[config.mk]
export PLATFORM = sky130hd
export DESIGN_NAME = poly_unpacker
export DESIGN_NICKNAME = d
export VERILOG_FILES = /design/src/rtl/poly_unpacker.sv
export SDC_FILE = /design/constraint.sdc
export NUM_CORES = 1
export LEC_CHECK = 0
export ABC_AREA = 1
export BUFFER_PORTS_ARGS = -buffer_cell sky130_fd_sc_hd__buf_4
export CAP_MARGIN = 0
export CORE_MARGIN = 4
export CORE_UTILIZATION = 55
export CTS_BUF_LIST = sky130_fd_sc_hd__clkbuf_8
export CTS_CLUSTER_DIAMETER = 120
export DETAILED_ROUTE_END_ITERATION = 6
export GPL_ROUTABILITY_DRIVEN = 0
export PLACE_DENSITY = 0.89
export SLEW_MARGIN = 20
export SYNTH_ARGS = -nofsm -noshare
export SYNTH_HDL_FRONTEND = slang
export SYNTH_SLANG_ARGS = --single-unit
[constraint.sdc]
create_clock -name clk -period 2.93 [get_ports clk]
set_input_delay 0.586 -clock clk [delete_from_list [all_inputs] [get_ports clk]]
set_output_delay 0.586 -clock clk [all_outputs]
set_load 0.005 [all_outputs]
[src/rtl/poly_unpacker.sv]
// Streams a packed LSB-first byte array into zero-extended coefficients,
// flagging any coefficient at or above Q.
module poly_unpacker #(
  parameter int COEF_W  = 14,
  parameter int N       = 1024,
  parameter int Q       = 12289,
  parameter int BYTE_AW = 11,
  parameter int POLY_AW = 10
) (
  input  logic               clk,
  input  logic               rst,
  input  logic               start_i,
  input  logic [BYTE_AW-1:0] byte_base_i,
  input  logic [POLY_AW-1:0] poly_base_i,
  output logic               busy_o,
  output logic               done_o,
  output logic               range_err_o,
  output logic               byte_en_o,
  output logic [BYTE_AW-1:0] byte_addr_o,
  input  logic [7:0]         byte_do_i,
  output logic               poly_we_o,
  output logic [POLY_AW-1:0] poly_addr_o,
  output logic [15:0]        poly_di_o
);

  localparam int B   = N * COEF_W / 8;
  localparam int AW  = COEF_W + 24;
  localparam int CW  = 6;
  localparam int BCW = $clog2(B + 1);
  localparam int KCW = $clog2(N + 1);

  localparam logic [CW-1:0]   WC   = CW'(COEF_W);
  localparam logic [CW+1:0]   WP   = (CW+2)'(COEF_W);
  localparam logic [CW+1:0]   THR  = (CW+2)'(COEF_W + 7);
  localparam logic [BCW-1:0]  BLIM = BCW'(B);
  localparam logic [KCW-1:0]  KLST = KCW'(N - 1);

  typedef enum logic [1:0] {IDLE, RUN, DONE} state_e;

  state_e             state_q, state_d;
  logic [AW-1:0]      acc_q, acc_d, acc_sh;
  logic [CW-1:0]      cnt_q, cnt_d, cnt_sh;
  logic [BCW-1:0]     rd_q, rd_d;
  logic [KCW-1:0]     wr_q, wr_d;
  logic [BYTE_AW-1:0] bptr_q, bptr_d, bptr;
  logic [POLY_AW-1:0] pptr_q, pptr_d;
  logic               vld_q;
  logic               busy_q, busy_d;
  logic               done_q, done_d;
  logic               rerr_q, rerr_d;
  logic               ben_q, ben_d;
  logic [BYTE_AW-1:0] baddr_q, baddr_d;
  logic               pwe_q, pwe_d;
  logic [POLY_AW-1:0] paddr_q, paddr_d;
  logic [15:0]        pdi_q, pdi_d;
  logic               emit, issue;
  logic [CW+1:0]      proj;
  logic [COEF_W-1:0]  coef;

  always_comb begin
    state_d = state_q;
    rd_d    = rd_q;
    wr_d    = wr_q;
    bptr_d  = bptr_q;
    pptr_d  = pptr_q;
    rerr_d  = rerr_q;
    done_d  = (state_q == DONE);
    ben_d   = 1'b0;
    baddr_d = '0;
    pwe_d   = 1'b0;
    paddr_d = '0;
    pdi_d   = '0;
    issue   = 1'b0;
    bptr    = bptr_q;
    coef    = acc_q[COEF_W-1:0];
    emit    = (state_q == RUN) && (cnt_q >= WC);
    acc_sh  = emit ? (acc_q >> COEF_W) : acc_q;
    cnt_sh  = emit ? (cnt_q - WC) : cnt_q;
    acc_d   = acc_sh;
    cnt_d   = cnt_sh;
    if (vld_q) begin
      acc_d = acc_sh | (AW'(byte_do_i) << cnt_sh);
      cnt_d = cnt_sh + CW'(8);
    end
    // Fill level one cycle ahead: in-flight byte in, pending extraction out.
    proj = {2'b00, cnt_d} + {{(CW-2){1'b0}}, ben_q, 3'b000};
    if (cnt_d >= WC)
      proj = proj - WP;
    unique case (state_q)
      IDLE: begin
        if (start_i) begin
          state_d = RUN;
          acc_d   = '0;
          cnt_d   = '0;
          rd_d    = '0;
          wr_d    = '0;
          bptr    = byte_base_i;
          pptr_d  = poly_base_i;
          rerr_d  = 1'b0;
          issue   = 1'b1;
        end
      end
      RUN: begin
        issue = (rd_q < BLIM) && (proj <= THR);
        if (emit && wr_q == KLST)
          state_d = DONE;
      end
      DONE: state_d = IDLE;
      default: state_d = IDLE;
    endcase
    if (issue) begin
      ben_d   = 1'b1;
      baddr_d = bptr;
      bptr_d  = bptr + BYTE_AW'(1);
      rd_d    = rd_d + BCW'(1);
    end
    if (emit) begin
      pwe_d   = 1'b1;
      paddr_d = pptr_q;
      pptr_d  = pptr_q + POLY_AW'(1);
      pdi_d   = 16'(coef);
      wr_d    = wr_q + KCW'(1);
      if (32'(coef) >= 32'(Q))
        rerr_d = 1'b1;
    end
    busy_d = (state_d != IDLE);
  end

  always_ff @(posedge clk) begin
    if (rst) begin
      state_q <= IDLE;
      acc_q   <= '0;
      cnt_q   <= '0;
      rd_q    <= '0;
      wr_q    <= '0;
      bptr_q  <= '0;
      pptr_q  <= '0;
      vld_q   <= 1'b0;
      busy_q  <= 1'b0;
      done_q  <= 1'b0;
      rerr_q  <= 1'b0;
      ben_q   <= 1'b0;
      baddr_q <= '0;
      pwe_q   <= 1'b0;
      paddr_q <= '0;
      pdi_q   <= '0;
    end else begin
      state_q <= state_d;
      acc_q   <= acc_d;
      cnt_q   <= cnt_d;
      rd_q    <= rd_d;
      wr_q    <= wr_d;
      bptr_q  <= bptr_d;
      pptr_q  <= pptr_d;
      vld_q   <= ben_q;
      busy_q  <= busy_d;
      done_q  <= done_d;
      rerr_q  <= rerr_d;
      ben_q   <= ben_d;
      baddr_q <= baddr_d;
      pwe_q   <= pwe_d;
      paddr_q <= paddr_d;
      pdi_q   <= pdi_d;
    end
  end

  assign busy_o      = busy_q;
  assign done_o      = done_q;
  assign range_err_o = rerr_q;
  assign byte_en_o   = ben_q;
  assign byte_addr_o = baddr_q;
  assign poly_we_o   = pwe_q;
  assign poly_addr_o = paddr_q;
  assign poly_di_o   = pdi_q;

endmodule
# ---- Word level (Yosys, flattened, before mapping)
# Index checks and enable logic that the tools add are counted.
dict set report op_classes {
  n_mux 31
  n_addsub 8
  bitwise_logic 3
  magnitude_cmp 5
  n_shift 1
  eq_ne 3
  reduce_logical 10
}
# cell n
set op_table {}
lappend op_table {{two-way mux 38 bit} 4}
lappend op_table {{two-way mux 11 bit} 8}
lappend op_table {{bitwise OR 38 bit} 1}
lappend op_table {{left shift 8 x 6 -> 38 bit} 1}
lappend op_table {{adder 11 x 1 -> 11 bit, second input constant} 3}
lappend op_table {{two-way mux 10 bit} 3}
lappend op_table {{two-way mux 6 bit} 4}
lappend op_table {{greater-or-equal comparator 14 bit, second input constant} 1}
lappend op_table {{greater-or-equal comparator 6 x 4 -> 1 bit, second input constant} 2}
lappend op_table {{== test 11 x 10 -> 1 bit, second input constant} 1}
lappend op_table {{less-than comparator 11 bit, second input constant} 1}
lappend op_table {{adder 10 x 1 -> 10 bit, second input constant} 1}
lappend op_table {{less-or-equal comparator 8 x 5 -> 1 bit, second input constant} 1}
lappend op_table {{two-way mux 8 bit} 1}
lappend op_table {{subtractor 7 x 4 -> 8 bit, second input constant} 1}
lappend op_table {{adder 6 x 4 -> 7 bit} 1}
lappend op_table {{two-way mux 1 bit} 7}
lappend op_table {{adder 6 x 4 -> 6 bit, second input constant} 1}
lappend op_table {{nonzero test 2 bit} 3}
lappend op_table {{subtractor 6 x 4 -> 6 bit, second input constant} 1}
lappend op_table {{two-way mux 2 bit} 2}
lappend op_table {{one-hot mux 2 bit (2 select lines)} 1}
lappend op_table {{OR reduction 2 bit} 2}
lappend op_table {{logical AND 1 bit} 3}
lappend op_table {{other kinds (6)} 7}
dict set report word_totals {
  regBits 132
  input_bits 32
  output_inout_bits 42
  wordCells 78
}

# ---- Longest topological paths before layout
dict set report depth {
  ltp_word 13
  depth_mapped 24
}

# ---- Worst setup path after synthesis
# No wires, ideal clock.
dict set report synth_timing {
  kind {register to register}
  startpoint {register cnt_q[1]}
  endpoint {register bptr_q[3]}
  period_less_slack_ps 2859
  setup_slack_ps 71
  n_path_buf 2
  stages_incl_launch_ff 25
  arrival_ps 2730
  setup_ps 129
  cell_sequence {dfxtp_1 ha_1 nand2_4 nand3_4 o21bai_2 buf_6 nand2_2 nand3_2 nand2_1 inv_1 ha_1 xnor2_1 nand2_1 inv_1 nor2_1 o21bai_1 nand2_1 nand2_1 nand2_1 nand3_4 nand2_4 buf_6 nand2_1 nand2_1 nor2_1}
}
dict set report synth_via {
  elab_chain_len 11
  elab_cells_between_ends 13
  cone_classes {4 x add/sub; 3 x order compare; 4 x mux; 2 x reduce/logical}
}
# element line
set synth_lines {}
lappend synth_lines {{start: declaration} 42} ;# logic [CW-1:0] cnt_q, cnt_d, cnt_sh;
lappend synth_lines {{start signal: assignment} 150} ;# cnt_q <= cnt_d;
lappend synth_lines {{greater-or-equal comparator 6 x 4 -> 1 bit} 76} ;# emit = (state_q == RUN) && (cnt_q >= WC);
lappend synth_lines {{logical AND 1 bit} 76}
lappend synth_lines {{two-way mux 6 bit (*)} 78} ;# cnt_sh = emit ? (cnt_q - WC) : cnt_q;
lappend synth_lines {{adder 6 x 4 -> 6 bit} 83} ;# cnt_d = cnt_sh + CW'(8);
lappend synth_lines {{two-way mux 6 bit (*)} 81} ;# if (vld_q) begin
lappend synth_lines {{adder 6 x 4 -> 7 bit} 86} ;# proj = {2'b00, cnt_d} + {{(CW-2){1'b0}}, ben_q, 3'b000};
lappend synth_lines {{subtractor 7 x 4 -> 8 bit} 88} ;# proj = proj - WP;
lappend synth_lines {{two-way mux 8 bit (*)} 87} ;# if (cnt_d >= WC)
lappend synth_lines {{less-or-equal comparator 8 x 5 -> 1 bit (*)} 104} ;# issue = (rd_q < BLIM) && (proj <= THR);
lappend synth_lines {{logical AND 1 bit (*)} 104}
lappend synth_lines {{one-hot mux 1 bit (2 select lines) (*)} 89} ;# unique case (state_q)
lappend synth_lines {{end signal: assignment} 153} ;# bptr_q <= bptr_d;
lappend synth_lines {{end: declaration} 45} ;# logic [BYTE_AW-1:0] bptr_q, bptr_d, bptr;
# Every way passes the cells marked *; elsewhere a longest branch is shown, timed or not.
# A chain may end at the register's enable or synchronous reset.

# ---- Worst setup path in the final report
dict set report layout_timing {
  startpoint {register cnt_q[2]}
  endpoint {register bptr_q[1]}
}
# The elaborated chain is that of the path after synthesis.

==> key figures <==
Clock tree
  • Num CTS Buffers: 17
  • H-tree lvl count: 4
  • Post-CTS Hold Fix Bufs: 0
  • Worst-skew pair later-pin latency: 0.44 ns
  • Root Driver: clkbuf_8
  • CTS sink count: 129
  • Clk slew on worst S/H paths: 0.08 ns
  • CTS tree: built
  • Clock Tree Buf Depth: 2

STA
  • Tmin final: 2.80 ns
  • Period utilization: 95.6%
  • Clock Skew: 0.0127 ns
  • RSZ-0062 raised after global routing: yes
  • Final setup margin: 0.128 ns
  • Slew headroom: 49.9%
  • Sum Neg Setup Slack: 0 ns
  • Final setup viols: 0
  • Final Hold Vio Count: 0
  • Fin Hold WS: 0.422 ns
  • Slew Viols, Final: 0
  • Fmax: 357 MHz
  • Worst-Margin Slew: 0.750 ns

Drt
  • Drt total wl: 15700 um
  • Antenna Nets Post-Route: 0
  • DR WL/cell: 14.2 um
  • DRT iter0 DRCs: 576
  • DR pass1 iterations: 5
  • DRC Markers: 0
  • Routed via count: 6082
  • Drt via density: 5.51

Pwr
  • Peak VDD IR: 0.533 mV
  • Cell area power density: 514 nW/um2
  • Leakage power: 3.14 nW
  • Design Power: 3.87 mW

Global routing
  • First-pass GRT wire length: 25000 um
  • Total GRT Usage: 23.3%
  • Initial antenna violation count: 0
  • Pin count of the biggest net entering global routing: 43
  • Grt ovf: 0
  • Number of global-route vias before repair: 5544

Synthesis
  • Cell Area, Synth: 6230 um2
  • FFs w/ async S/R, synth: 0%
  • Multiplexer share of the synthesized area: 0.964%
  • FF+latch count, synth: 129
  • Compound-Gate Fraction of Synth Area: 13.0%
  • Mean Syn Cell Area: 7.17 um2
  • Adder-cell share of the synthesized area: 1.61%
  • Post-Synth Simple-Gate Area: 30.4%
  • Post-synth EDFFs: 0
  • Top_reg_cell synth: dfxtp_1
  • Post-Synth XOR/XNOR Area: 2.81%
  • Combinational family with the most area after synthesis: simple AND/OR/NAND/NOR gates
  • Post-Synthesis Cells: 869
  • Sequential fraction of the synthesis area: 41.4%
  • Syn. warnings: 0
  • Yosys cell types: 43

Critical path
  • Worst Setup SP: cnt_q[2]$_SDFF_PP0_
  • Worst R2R Setup Slack: 0.13 ns
  • FF-to-FF Start: cnt_q[2]$_SDFF_PP0_
  • Reg2Reg Depth: 22
  • Maximum fanout along the worst path: 7
  • Capturing point of the worst reg2reg path: bptr_q[1]$_SDFFE_PP0P_
  • WP data arrival: 3.14 ns
  • Worst EP required: 3.27 ns
  • CP Class: reg -> reg
  • Startpoint Class: flip-flop
  • CP endpoint: bptr_q[1]$_SDFFE_PP0P_
  • Critical Path End Type: flip-flop

Floorplan
  • # rows: 38
  • Initial core utilization: 56.7%
  • Die H: 114 um
  • Die area: 13100 um2
  • Core area: 11000 um2
  • Die width: 114 um
  • Io pins: 74

Layout
  • Fill cell count: 858
  • Finished Cell Area: 7530 um2
  • Final net count: 990
  • Antenna diodes: 0
  • Final Non-Filler Cells: 1103
  • Util after Layout: 68.5%
  • Syn-to-layout area delta: 20.8%
  • Ratio of cells with drive above 1 in the final layout: 21.4%

Min path
  • Min-delay worst type: in -> reg

Placement
  • Post-DP Area: 6940 um2
  • Detailed Place HPWL: 10300 um
  • Port-buffer cells: 71
  • Pre-CTS setup slack: -0.0891 ns
  • Dpl cells: 1065

Status
  • Outcome: completed

Flow run
  • Max_cap viols: 0
==> per-layer routing <==
| layer | global-route usage, % | share of wire, % | up-vias |
|---|---|---|---|
| met5 | 0 | 0 | - |
| met2 | 38.1 | 49 | 266 |
| met1 | 29.5 | 42 | 2796 |
| li1 | - | - | 2986 |
| met3 | 5.18 | 7.5 | 34 |
| met4 | 9.74 | 2.1 | 0 |
==> synthesized netlist by cell type (3+ instances only) <==
library cell	count	area (um2)
o221ai_1	3	26.3
a21oi_2	6	52.6
nor4_1	5	31.3
xnor2_1	7	61.3
nand2_4	3	33.8
a32o_1	3	30.0
nor3_1	18	90.1
nand3_2	4	40.0
or2_2	9	56.3
nand4_1	10	62.6
ha_1	8	100
buf_1	4	15.0
buf_6	5	56.3
nand3_1	57	285
buf_2	6	30.0
o21a_1	5	37.5
inv_1	94	353
a221oi_1	6	52.6
a21oi_1	28	140
o21ai_0	38	190
inv_2	10	37.5
a41oi_1	3	26.3
xor2_1	13	114
a211oi_1	4	30.0
o22ai_1	4	25.0
a31oi_1	16	100
dfxtp_1	129	2580
nor2_2	10	62.6
clkbuf_1	25	93.8
nor2_1	109	409
a22oi_1	8	60.1
nand2_2	10	62.6
nand2_1	191	717
mux2i_1	6	60.1
==> worst max-delay path, stage by stage (launching register included) <==
cell      delay [ns]
dfxtp_2         0.34
ha_4            0.18
a21oi_2         0.17
nand3_2         0.11
nand3_1         0.13
nand3_2         0.10
nand2_1         0.10
inv_2           0.06
ha_4            0.29
xnor2_2         0.11
nand2_2         0.07
inv_1           0.05
nor2_1          0.04
o21bai_1        0.15
nand2_1         0.08
nand2_2         0.06
nand2_2         0.08
nand3_4         0.13
nand2_8         0.14
buf_6           0.14
inv_1           0.05
nor2_1          0.10
nor2_1          0.05
==> final cells by class <==
| type | instances | area [um2] | area share [%] |
|---|---|---|---|
| clock buffers | 18 | 248 | 3.29 |
| clock inverters | 14 | 169 | 2.24 |
| inverters | 105 | 394 | 5.24 |
| multi-input cells | 595 | 3160 | 42.0 |
| flip-flops and latches | 129 | 2580 | 34.3 |
| well taps | 140 | 175 | 2.33 |
| repair buffers | 102 | 796 | 10.6 |
==> report_power, final <==
part	leakage, nW	switching, mW	total, mW	internal, mW
sequential	1.05	0.0273	1.83	1.80
clock	0.209	0.776	1.59	0.809
combinational	1.89	0.279	0.456	0.178
total	3.14	1.08	3.87	2.79
==> worst min path at each step <==
stage | start | slack, ns | cells after the start | end
after floorplan | bptr_q[8]$_SDFFE_PP0P_ | 0.41 | 2 | bptr_q[8]$_SDFFE_PP0P_
after global placement | bptr_q[8]$_SDFFE_PP0P_ | 0.42 | 2 | bptr_q[8]$_SDFFE_PP0P_
after detailed placement | bptr_q[8]$_SDFFE_PP0P_ | 0.42 | 2 | bptr_q[8]$_SDFFE_PP0P_
after CTS | poly_base_i[4] | 0.40 | 3 | pptr_q[4]$_SDFFE_PP0P_
after global routing | poly_base_i[4] | 0.42 | 3 | pptr_q[4]$_SDFFE_PP0P_
final | poly_base_i[4] | 0.42 | 3 | pptr_q[4]$_SDFFE_PP0P_
==> logic make-up after synthesis <==
family          after synthesis
compound gates              129
xor+xnor                     20
fa+ha+maj                     8
buf+inv                     147
flops                       129
mux                           6
other cells                   1
simple gates                429
==> sequential cells by signal, indices dropped and copies added (netlist names) <==
name	count
acc_q	38
cnt_q	5
poly_di_o	14
range_err_o	1
poly_addr_o	10
pptr_q	10
rd_q	11
byte_en_o	1
wr_q	11
bptr_q	11
byte_addr_o	11
vld_q	1
poly_we_o	1
busy_o	1
done_o	1
state_q	2
==> layout by cell type, fill, tap and decap left out, types with 5 or more instances in the layout <==
cell / instances
a21oi_1: 28
a21oi_2: 6
a221oi_1: 6
a22oi_1: 8
a31oi_1: 16
buf_4: 97
clkbuf_8: 18
dfxtp_1: 127
ha_1: 5
inv_1: 93
inv_2: 11
inv_6: 6
mux2i_1: 6
nand2_1: 186
nand2_2: 14
nand3_1: 55
nand3_2: 6
nand4_1: 10
nor2_1: 108
nor2_2: 11
nor3_1: 18
nor4_1: 5
o21a_1: 5
o21ai_0: 38
or2_2: 9
xnor2_1: 6
xor2_1: 13
==> timing repair <==
action,4_1_cts,5_1_grt
setup buffers,0,5
endpoints found under the setup margin,24,32
gates resized for setup,4,24
pin swaps,0,5
cloned,0,1
No activity file was read; power rests on OpenSTA's default activity.
